**config.mk**
```make
export PLATFORM = sky130hd
export DESIGN_NAME = pit_table
export DESIGN_NICKNAME = d
export VERILOG_FILES = /design/src/rtl/pit_pkg.sv /design/src/rtl/pit_cam_match.sv /design/src/rtl/pit_table.sv
export SDC_FILE = /design/constraint.sdc
export NUM_CORES = 2
export LEC_CHECK = 0
export CAP_MARGIN = 20
export CELL_PAD_IN_SITES_DETAIL_PLACEMENT = 1
export CELL_PAD_IN_SITES_GLOBAL_PLACEMENT = 2
export CORE_MARGIN = 2
export CORE_UTILIZATION = 44
export DETAILED_ROUTE_END_ITERATION = 8
export GPL_TIMING_DRIVEN = 0
export PLACE_DENSITY_LB_ADDON = 0.12
export SYNTH_ARGS = -nofsm -noshare
export SYNTH_HDL_FRONTEND = slang
export SYNTH_HIERARCHICAL = 1
export SYNTH_SLANG_ARGS = --single-unit
```
**constraint.sdc**
```tcl
create_clock -name clk -period 11.25 [get_ports clk]
set_input_delay 1.6875 -clock clk [delete_from_list [all_inputs] [get_ports clk]]
set_output_delay 1.6875 -clock clk [all_outputs]
set_load 0.01 [all_outputs]
```
**src/rtl/pit_pkg.sv**
```systemverilog
// Shared types and constants for the Pending Interest Table.
// Holds the name/data widths, the control FSM state encoding and the
// table entry record used by pit_table and pit_cam_match.
package pit_pkg;

  localparam int PREFIX_W = 64;
  localparam int LEN_W    = 6;
  localparam int BYTE_W   = 8;

  // Field widths of a stored entry. FACES on pit_table must equal FACES_W,
  // and LIFETIME must fit in TIMER_W bits (50000 needs 16).
  localparam int FACES_W  = 4;
  localparam int TIMER_W  = 16;

  typedef enum logic [1:0] {
    IDLE,
    INSERT,
    LOOKUP,
    TRANSFER
  } state_t;

  typedef struct packed {
    logic                valid;
    logic [PREFIX_W-1:0] prefix;
    logic [LEN_W-1:0]    len;
    logic [FACES_W-1:0]  faces;
    logic [TIMER_W-1:0]  timer;
  } pit_entry_t;

  // Face index to face bitmap.
  function automatic logic [FACES_W-1:0] face_onehot(input logic [$clog2(FACES_W)-1:0] face);
    return FACES_W'(1) << face;
  endfunction

endpackage

```
**src/rtl/pit_cam_match.sv**
```systemverilog
// Combinational associative search over the PIT entry array.
// Ports:
//   entries     in   full entry array
//   key_prefix  in   prefix to look up
//   key_len     in   prefix length to look up
//   hit         out  some valid entry matches both prefix and length exactly
//   hit_idx     out  lowest matching index
//   free_found  out  at least one invalid entry exists
//   free_idx    out  lowest invalid index
module pit_cam_match
  import pit_pkg::*;
#(
  parameter  int ENTRIES = 16,
  localparam int IDX_W   = $clog2(ENTRIES)
) (
  input  pit_entry_t          entries [ENTRIES],
  input  logic [PREFIX_W-1:0] key_prefix,
  input  logic [LEN_W-1:0]    key_len,
  output logic                hit,
  output logic [IDX_W-1:0]    hit_idx,
  output logic                free_found,
  output logic [IDX_W-1:0]    free_idx
);

  // NOTE: every output gets a default before the loop so no path leaves
  // a value unassigned, which would otherwise infer a latch.
  always_comb begin
    hit        = 1'b0;
    hit_idx    = '0;
    free_found = 1'b0;
    free_idx   = '0;
    // Scan high to low so the lowest qualifying index is written last.
    for (int i = ENTRIES - 1; i >= 0; i--) begin
      if (entries[i].valid && entries[i].prefix == key_prefix && entries[i].len == key_len) begin
        hit     = 1'b1;
        hit_idx = IDX_W'(i);
      end
      if (!entries[i].valid) begin
        free_found = 1'b1;
        free_idx   = IDX_W'(i);
      end
    end
  end

endmodule

```
**src/rtl/pit_table.sv**
```systemverilog
// Pending Interest Table. Records interests per prefix, aggregates
// duplicates into a face bitmap, asks the FIB to forward first-time
// interests, answers FIB data queries and streams the data bytes to the
// requesting faces before freeing the entry. Entries expire after LIFETIME.
// Ports:
//   clk, rst                         clock, asynchronous active-low reset
//   interest_valid/ready             interest handshake
//   interest_prefix/len/face         interest name, length and arrival face
//   interest_nack                    pulse: interest dropped, table full
//   fib_out_bit                      pulse: FIB forwarding request
//   pit_out_prefix/len               name sent with the request, then held
//   prefix_ready, fib_prefix/len     FIB data-path query
//   start_send_to_pit, rejected      query answer pulses
//   fib_data                         data byte stream from FIB
//   data_out/valid/faces/last        registered data stream to faces
//   timeout_evt                      pulse: one or more entries expired
//   busy                             FSM not in IDLE
module pit_table
  import pit_pkg::*;
#(
  parameter int ENTRIES    = 16,
  parameter int FACES      = FACES_W,
  parameter int LIFETIME   = 50000,
  parameter int DATA_BYTES = 1024
) (
  input  logic                       clk,
  input  logic                       rst,
  input  logic                       interest_valid,
  output logic                       interest_ready,
  input  logic [PREFIX_W-1:0]        interest_prefix,
  input  logic [LEN_W-1:0]           interest_len,
  input  logic [$clog2(FACES)-1:0]   interest_face,
  output logic                       interest_nack,
  output logic                       fib_out_bit,
  output logic [PREFIX_W-1:0]        pit_out_prefix,
  output logic [LEN_W-1:0]           pit_out_len,
  input  logic                       prefix_ready,
  input  logic [PREFIX_W-1:0]        fib_prefix,
  input  logic [LEN_W-1:0]           fib_len,
  output logic                       start_send_to_pit,
  output logic                       rejected,
  input  logic [BYTE_W-1:0]          fib_data,
  output logic [BYTE_W-1:0]          data_out,
  output logic                       data_out_valid,
  output logic [FACES-1:0]           data_out_faces,
  output logic                       data_last,
  output logic                       timeout_evt,
  output logic                       busy
);

  localparam int IDX_W = $clog2(ENTRIES);
  localparam int CNT_W = $clog2(DATA_BYTES) + 1;
  localparam logic [TIMER_W-1:0] TIMER_LOAD = TIMER_W'(LIFETIME);
  localparam logic [CNT_W-1:0]   LAST_BYTE  = CNT_W'(DATA_BYTES - 1);

  state_t state_q, state_d;

  pit_entry_t entries_q [ENTRIES];
  pit_entry_t entries_d [ENTRIES];

  logic                     alive_q;
  logic [PREFIX_W-1:0]      int_prefix_q, qry_prefix_q, key_prefix, pit_out_prefix_q;
  logic [LEN_W-1:0]         int_len_q, qry_len_q, key_len, pit_out_len_q;
  logic [$clog2(FACES)-1:0] int_face_q;
  logic [IDX_W-1:0]         xfer_idx_q;
  logic [CNT_W-1:0]         byte_cnt_q;

  logic             cam_hit, cam_free_found;
  logic [IDX_W-1:0] cam_hit_idx, cam_free_idx;
  logic             accept_int, ins_hit, ins_new, ins_full, lkp_hit, xfer_last;

  // The single CAM sees the FIB query while in LOOKUP, the interest otherwise.
  assign key_prefix = (state_q == LOOKUP) ? qry_prefix_q : int_prefix_q;
  assign key_len    = (state_q == LOOKUP) ? qry_len_q    : int_len_q;

  pit_cam_match #(.ENTRIES(ENTRIES)) u_cam (
    .entries    (entries_q),
    .key_prefix (key_prefix),
    .key_len    (key_len),
    .hit        (cam_hit),
    .hit_idx    (cam_hit_idx),
    .free_found (cam_free_found),
    .free_idx   (cam_free_idx)
  );

  assign ins_hit   = (state_q == INSERT) && cam_hit;
  assign ins_new   = (state_q == INSERT) && !cam_hit && cam_free_found;
  assign ins_full  = (state_q == INSERT) && !cam_hit && !cam_free_found;
  assign lkp_hit   = (state_q == LOOKUP) && cam_hit;
  assign xfer_last = (state_q == TRANSFER) && (byte_cnt_q == LAST_BYTE);

  // alive_q keeps interest_ready low while reset is asserted and for the
  // first cycle after release, so every output reads 0 under reset.
  assign interest_ready = alive_q && (state_q == IDLE) && !prefix_ready;
  assign accept_int     = interest_valid && interest_ready;

  // ---------------- FSM: state register ----------------
  // NOTE: sequential state uses non-blocking assignments so every flop
  // samples the pre-edge values regardless of process evaluation order.
  always_ff @(posedge clk or negedge rst) begin
    if (!rst) state_q <= IDLE;
    else      state_q <= state_d;
  end

  // ---------------- FSM: next state ----------------
  always_comb begin
    state_d = state_q;
    unique case (state_q)
      IDLE: begin
        if (prefix_ready)    state_d = LOOKUP;
        else if (accept_int) state_d = INSERT;
      end
      INSERT:   state_d = IDLE;
      LOOKUP:   state_d = cam_hit ? TRANSFER : IDLE;
      TRANSFER: if (xfer_last) state_d = IDLE;
      default:  state_d = IDLE;
    endcase
  end

  // ---------------- FSM: outputs ----------------
  always_comb begin
    busy              = (state_q != IDLE);
    fib_out_bit       = ins_new;
    interest_nack     = ins_full;
    start_send_to_pit = lkp_hit;
    rejected          = (state_q == LOOKUP) && !cam_hit;
    // The request name is valid alongside the fib_out_bit pulse and held after.
    pit_out_prefix    = ins_new ? int_prefix_q : pit_out_prefix_q;
    pit_out_len       = ins_new ? int_len_q    : pit_out_len_q;
  end

  // ---------------- Table update and ageing ----------------
  always_comb begin
    entries_d   = entries_q;
    timeout_evt = 1'b0;
    for (int i = 0; i < ENTRIES; i++) begin
      // Frozen: the entry being streamed, and the hit entry of INSERT or
      // LOOKUP (refreshed this cycle, or about to be latched for transfer).
      if (entries_q[i].valid &&
          !(((state_q == TRANSFER) && xfer_idx_q == IDX_W'(i)) ||
            ((ins_hit || lkp_hit) && cam_hit_idx == IDX_W'(i)))) begin
        entries_d[i].timer = entries_q[i].timer - TIMER_W'(1);
        if (entries_q[i].timer == TIMER_W'(1)) begin
          entries_d[i].valid = 1'b0;
          timeout_evt        = 1'b1;
        end
      end
    end
    // A miss searches the pre-expiry table, so a slot expiring this cycle
    // still looks occupied and cannot be claimed.
    if (ins_hit) begin
      entries_d[cam_hit_idx].faces = entries_q[cam_hit_idx].faces | face_onehot(int_face_q);
      entries_d[cam_hit_idx].timer = TIMER_LOAD;
    end else if (ins_new) begin
      entries_d[cam_free_idx].valid  = 1'b1;
      entries_d[cam_free_idx].prefix = int_prefix_q;
      entries_d[cam_free_idx].len    = int_len_q;
      entries_d[cam_free_idx].faces  = face_onehot(int_face_q);
      entries_d[cam_free_idx].timer  = TIMER_LOAD;
    end
    if (xfer_last) entries_d[xfer_idx_q].valid = 1'b0;
  end

  // NOTE: the table is a small flop array, so it is cleared entirely on
  // reset; a RAM-backed table would only clear the valid bits.
  always_ff @(posedge clk or negedge rst) begin
    if (!rst) entries_q <= '{default: '0};
    else      entries_q <= entries_d;
  end

  // ---------------- Datapath registers ----------------
  always_ff @(posedge clk or negedge rst) begin
    if (!rst) begin
      alive_q          <= 1'b0;
      int_prefix_q     <= '0;
      int_len_q        <= '0;
      int_face_q       <= '0;
      qry_prefix_q     <= '0;
      qry_len_q        <= '0;
      pit_out_prefix_q <= '0;
      pit_out_len_q    <= '0;
      xfer_idx_q       <= '0;
      byte_cnt_q       <= '0;
      data_out         <= '0;
      data_out_valid   <= 1'b0;
      data_out_faces   <= '0;
      data_last        <= 1'b0;
    end else begin
      alive_q <= 1'b1;
      if (state_q == IDLE) begin
        if (prefix_ready) begin
          qry_prefix_q <= fib_prefix;
          qry_len_q    <= fib_len;
        end else if (accept_int) begin
          int_prefix_q <= interest_prefix;
          int_len_q    <= interest_len;
          int_face_q   <= interest_face;
        end
      end
      if (ins_new) begin
        pit_out_prefix_q <= int_prefix_q;
        pit_out_len_q    <= int_len_q;
      end
      if (lkp_hit) begin
        xfer_idx_q     <= cam_hit_idx;
        data_out_faces <= entries_q[cam_hit_idx].faces;
        byte_cnt_q     <= '0;
      end
      data_out_valid <= (state_q == TRANSFER);
      data_last      <= xfer_last;
      if (state_q == TRANSFER) begin
        data_out   <= fib_data;
        byte_cnt_q <= byte_cnt_q + CNT_W'(1);
      end
    end
  end

endmodule

```
# ---- After elaboration in Yosys (flattened, before gate mapping)
# Index checks and enable logic that the tools add are counted.
dict set report op_classes {
  add_sub_neg 17
  order_cmp 6
  eq_ne 84
  shifts 1
  mux 185
  bitwise 5
  reduce_logical 137
}
# cell count
set op_table {}
lappend op_table {{bitwise mux 1456 bit} 8}
lappend op_table {{2-to-1 mux 1456 bit} 3}
lappend op_table {{demux 91 bit (select 4 bit)} 8}
lappend op_table {{equality test 64 bit} 16}
lappend op_table {{binary-select mux 91 bit (select 4 bit)} 1}
lappend op_table {{2-to-1 mux 16 bit} 18}
lappend op_table {{equality test 16 x 1 -> 1 bit, second input constant} 16}
lappend op_table {{subtractor 16 x 1 -> 16 bit, second input constant} 16}
lappend op_table {{2-to-1 mux 91 bit} 2}
lappend op_table {{2-to-1 mux 4 bit} 32}
lappend op_table {{2-to-1 mux 64 bit} 2}
lappend op_table {{equality test 6 bit} 16}
lappend op_table {{2-to-1 mux 1 bit} 96}
lappend op_table {{logical AND 1 bit} 93}
lappend op_table {{2-to-1 mux 90 bit} 1}
lappend op_table {{2-to-1 mux 20 bit} 4}
lappend op_table {{equality test 4 bit, second input constant} 16}
lappend op_table {{equality test 4 x 3 -> 1 bit, second input constant} 8}
lappend op_table {{2-to-1 mux 26 bit} 1}
lappend op_table {{2-to-1 mux 11 bit} 2}
lappend op_table {{zero test 1 bit} 19}
lappend op_table {{logical OR 1 bit} 17}
lappend op_table {{equality test 4 x 2 -> 1 bit, second input constant} 4}
lappend op_table {{greater-or-equal comparator 5 bit, second input constant} 3}
lappend op_table {{other kinds (20)} 33}
dict set report word_totals {
  reg_bits 1700
  in_bits 154
  out_inout_bits 91
  wordCells 530
}

# ---- Depth between registers and ports, before layout
dict set report logic_depth {
  word_depth 58
  mapped_depth 26
  ltp_nobuf 18
}

# ---- Modules after synthesis
# Netlist, hierarchy kept.
# module instances cells_each area_each_um2 seq_area_each_um2
set modules_own_cells {}
lappend modules_own_cells {pit_table 1 6593 69394.1 42540.8}
lappend modules_own_cells {pit_cam_match 1 1892 13910.8 0.0}

# ---- Worst setup path after synthesis
# No wires, ideal clock.
dict set report synth_path {
  kind {flip-flop to output port}
  from {reg state_q[1]}
  to {out timeout_evt}
  t_arrival_ns 5.037
  required_time_ns 9.562
  path_slack_ns 4.525
  stages_incl_launch_ff 26
  n_path_buf 7
  path_cell_list {dfrtp_1 buf_2 nor2b_1 clkbuf_1 clkbuf_1 mux2_2 buf_6 buf_6 xnor2_1 nand4_1 nor4_1 nand4_1 nor4_2 nor3_1 o31a_1 o21bai_1 a31oi_1 buf_4 buf_4 nor2_2 nand4_1 o211ai_2 nor2_1 and3_2 nor4_1 nand3_1}
}
dict set report synth_via {
  word_cells_on_any_way 231
  classes_between {eq/ne: 50; mux: 65; reduce/logical: 116}
}
# element line
set synth_lines {}
lappend synth_lines {{start: declaration} pit_table.sv:56} ;# state_t state_q, state_d;
lappend synth_lines {{start signal: assignment} pit_table.sv:102} ;# else state_q <= state_d;
lappend synth_lines {{equality test 2 bit (*)} pit_table.sv:73} ;# assign key_prefix = (state_q == LOOKUP) ? qry_prefix_q : int_prefix_q;
lappend synth_lines {{2-to-1 mux 64 bit (*)} pit_table.sv:73}
lappend synth_lines {{named net key_prefix[24]} pit_table.sv:62} ;# logic [PREFIX_W-1:0] int_prefix_q, qry_prefix_q, key_prefix, pit_out_prefix_q;
lappend synth_lines {{equality test 64 bit} pit_cam_match.sv:34} ;# if (entries[i].valid && entries[i].prefix == key_prefix && entries[i].len == key_len) begin
lappend synth_lines {{logical AND 1 bit (2 in series)} pit_cam_match.sv:34}
lappend synth_lines {{2-to-1 mux 4 bit (15 in series)} pit_cam_match.sv:34}
lappend synth_lines {{2-to-1 mux 4 bit (*)} pit_cam_match.sv:34}
lappend synth_lines {{named net cam_hit_idx[1]} pit_table.sv:69} ;# logic [IDX_W-1:0] cam_hit_idx, cam_free_idx;
lappend synth_lines {{(+28 left out)} --}
lappend synth_lines {{2-to-1 mux 1 bit} pit_table.sv:143} ;# if (entries_q[i].timer == TIMER_W'(1)) begin
lappend synth_lines {{2-to-1 mux 1 bit} pit_table.sv:139} ;# if (entries_q[i].valid &&
lappend synth_lines {{2-to-1 mux 1 bit} pit_table.sv:143}
lappend synth_lines {{2-to-1 mux 1 bit} pit_table.sv:139}
lappend synth_lines {{2-to-1 mux 1 bit} pit_table.sv:143}
lappend synth_lines {{2-to-1 mux 1 bit} pit_table.sv:139}
lappend synth_lines {{2-to-1 mux 1 bit} pit_table.sv:143}
lappend synth_lines {{2-to-1 mux 1 bit (*)} pit_table.sv:139}
lappend synth_lines {{end: declaration} pit_table.sv:47} ;# output logic timeout_evt,
# The timed path passes the listed nets; every way through them passes the cells marked *.

# ---- Final worst setup path
# Same ends and word-level chain as after synthesis.

==> flow_metrics.py <==
metrics = {
    "status": {
        "outcome": "finished, violations left",
        "failed_checks": "setup timing",
    },
    "clocking": {
        "hold_buffers": 0,
        "h-tree-depth": 4,
        "cts_tree": "done",
        "clkSinkCount": 1700,
        "clk_latency_ps": 890,
        "cts_root_buf": "clkbuf_16",
        "path_clk_slew_ps": 70,
        "cts_max_path_buffers": 3,
        "cts_buffers": 192,
    },
    "floorplan": {
        "initial_core_util": 0.4431,
        "io_pins": 245,
        "dieHeight_um": 439.1,
        "core-area_um2": 188000,
        "dieWidth_um": 439.1,
        "die_area_um2": 192800,
        "row_count": 159,
    },
    "grt": {
        "antenna_found_initial": 93,
        "grt_max_degree": 167,
        "grt_pass1_vias": 73570,
        "grt_pass1_wl_um": 627900,
        "grtUsageTotal": 0.4821,
        "grt.overflow.total": 0,
    },
    "synthesis": {
        "synth_area_um2": 83300,
        "avgSynthCellArea_um2": 9.818,
        "seq_area_frac_synth": 0.5107,
        "synth_top_area_share": 0.5107,
        "synth.most_common_cell": "nand2_1",
        "async_flop_share": 1.000,
        "synth_edf_count": 0,
        "synth_fp_nets": 8672,
        "synthFlopType": "dfrtp_1",
        "ys_warn_count": 6,
        "synthTopCellsByArea": "dfrtp_1 (51%), nand2_1 (11%), mux2_2 (8.8%), xnor2_1 (6.0%), xor2_1 (4.4%)",
        "yosysTopAreaCell": "dfrtp_1",
        "syn_inst": 8485,
        "ys_ff_latch": 1700,
        "synth_top_cells_by_count": "nand2_1 (2471), dfrtp_1 (1700), mux2_2 (649)",
        "synth_cell_types": 90,
    },
    "pwr": {
        "leakagePower_nw": 49.97,
        "peakVddDrop_uv": 136.1,
        "total_power_mw": 12.85,
        "p_per_area_nw_per_um2": 131.5,
    },
    "timing": {
        "tightest_slew_ps": 1375,
        "fmax_mhz": 87.16,
        "slew_headroom": 0.08352,
        "grt_setup_unrepaired": "no",
        "hold_viol": 0,
        "finClkSkew_ps": 37.82,
        "finalMaxSlewViolations": 0,
        "setup_ws_ps": -222.7,
        "finalSetupViolCount": 22,
        "finalCritPeriodShare": 1.020,
        "min_period_ps": 11470,
    },
    "route": {
        "dr.pass1.iters": 6,
        "post-route-drc-count": 0,
        "routed_wl_um": 469000,
        "via_per_inst": 6.423,
        "drt_iter0_drc": 9885,
        "wl_per_cell_um": 39.95,
        "num_vias": 75410,
        "final_antenna_net_count": 0,
    },
    "setup_path": {
        "slowest_delay_ps": 650,
        "timing.rr.end": "entries_q[92]",
        "critPathLaunchType": "flip-flop",
        "path_class": "flip-flop to primary output",
        "worst_ep_arrival_time_ps": 9790,
        "r2r_cells": 24,
        "critical_path.max_fanout": 10,
        "timing.rr.start": "state_q[1]",
        "cpMostUsedCell": "buf_2",
        "critPathCaptureType": "primary output",
        "ff2ff_setup_slack_ps": 1630,
        "critPathSlowestCell": "buf_4",
        "cp_data_required_time_ps": 9560,
    },
    "placement": {
        "gp_congestion": 1.045,
        "hpwl_um": 317100,
        "post-place-ws_ps": -900.0,
        "io_buffers": 244,
    },
    "cells_and_area": {
        "final_nets": 9213,
        "layout-drive-gt1-share": 0.1561,
        "area_growth_syn_to_layout_pct": 17.29,
    },
    "job": {
        "max_cap_viol_count": 0,
    },
    "min_path": {
        "hold_path.class": "flip-flop to flip-flop",
        "min_delay_path_depth": 2,
    },
}
-- how the worst max path moves through the flow --
stage                     slack (ps)                          to  cells past startpoint       start
after floorplan                 4530                 timeout_evt                     25  state_q[1]
after global placement        -73390  asynchronous set/reset pin                      1         rst
after detailed placement        -900                 timeout_evt                     28  state_q[1]
after CTS                         40                 timeout_evt                     27  state_q[1]
after global routing              30                 timeout_evt                     28  state_q[1]
final                           -220                 timeout_evt                     28  state_q[1]
-- routing by layer --
| layer | vias to the layer above | wire [um] | GRT usage |
|---|---|---|---|
| met3 | 1811 | 55260 | 0.1522 |
| met1 | 38810 | 168200 | 0.5838 |
| li1 | 29370 | - | - |
| met5 | - | 658 | 0.003474 |
| met4 | 28 | 50820 | 0.4272 |
| met2 | 5395 | 194100 | 0.6887 |
-- power by group --
part	leakage, nW	internal, mW	switching (mW)
logic	23.2	0.0705	0.141
registers	23.6	6.13	0.0111
clock network	3.15	3.69	2.81
-- what timing repair did --
item / CTS / global route
buffers inserted: 4 / 1
gates resized for setup: 62 / 24
pin swaps: 1 / 0
setup endpoints to repair: 71 / 52
-- critical path, delay by kind of cell, from the launching register on --
kind,cells,cell delay (ps)
AOI/OAI and AO/OA,6,1490
xor gates and xnor gates,1,140
buffers and inverters,11,4000
DFF,1,440
muxes,1,230
and+or+nand+nor,9,2480
-- logic make-up after synthesis --
| logic type | synth area share |
|---|---|
| other cells | 0.00004502 |
| compound gates | 0.05372 |
| mux | 0.09320 |
| fa+ha+maj | 0.004956 |
| xor+xnor | 0.1041 |
| flops | 0.5107 |
| simple gates | 0.1957 |
| buf+inv | 0.03759 |
-- metrics by stage --
step                        util  hold WS, ps  cells  setup TNS [ps]  area, um2
after CTS                 0.5182        477.2  11680               0      97420
after global routing      0.5190        497.9  11690               0      97570
after detailed placement  0.4832        463.1  11320          -900.0      90850
after global placement    0.4727        453.7  11220               -      88870
after floorplan                -        438.7   8485               0      83300
final                     0.5197        477.5  11740           -1316      97710
-- cell usage in the layout (no fill, tap or decap), types with 81 or more instances in the layout --
cell	netlist	layout
a21oi_1	140	139
clkbuf_1	370	325
clkbuf_16	0	197
clkbuf_2	2	103
clkdlybuf4s50_1	0	243
dfrtp_1	1700	1700
inv_1	136	130
mux2_2	649	649
nand2_1	2471	2471
nand2b_1	123	123
nand3_1	84	83
nand4_1	174	174
nor2_1	322	317
nor3_1	85	81
nor4_1	181	178
o21ai_0	91	90
o22ai_1	82	82
xnor2_1	571	571
xor2_1	419	419
-- layout make-up --
type	instances	area, um2
Fill cell	20800	90290
Sequential cell	1700	42540
Multi-Input combinational cell	6052	37730
Clock buffer	320	6042
Timing Repair Buffer	350	4375
Tap cell	2495	3122
Buffer	572	2813
Inverter	158	616.8
Clock inverter	36	326.6
Antenna cell	57	142.6
Power figures use the tool's default switching activity.
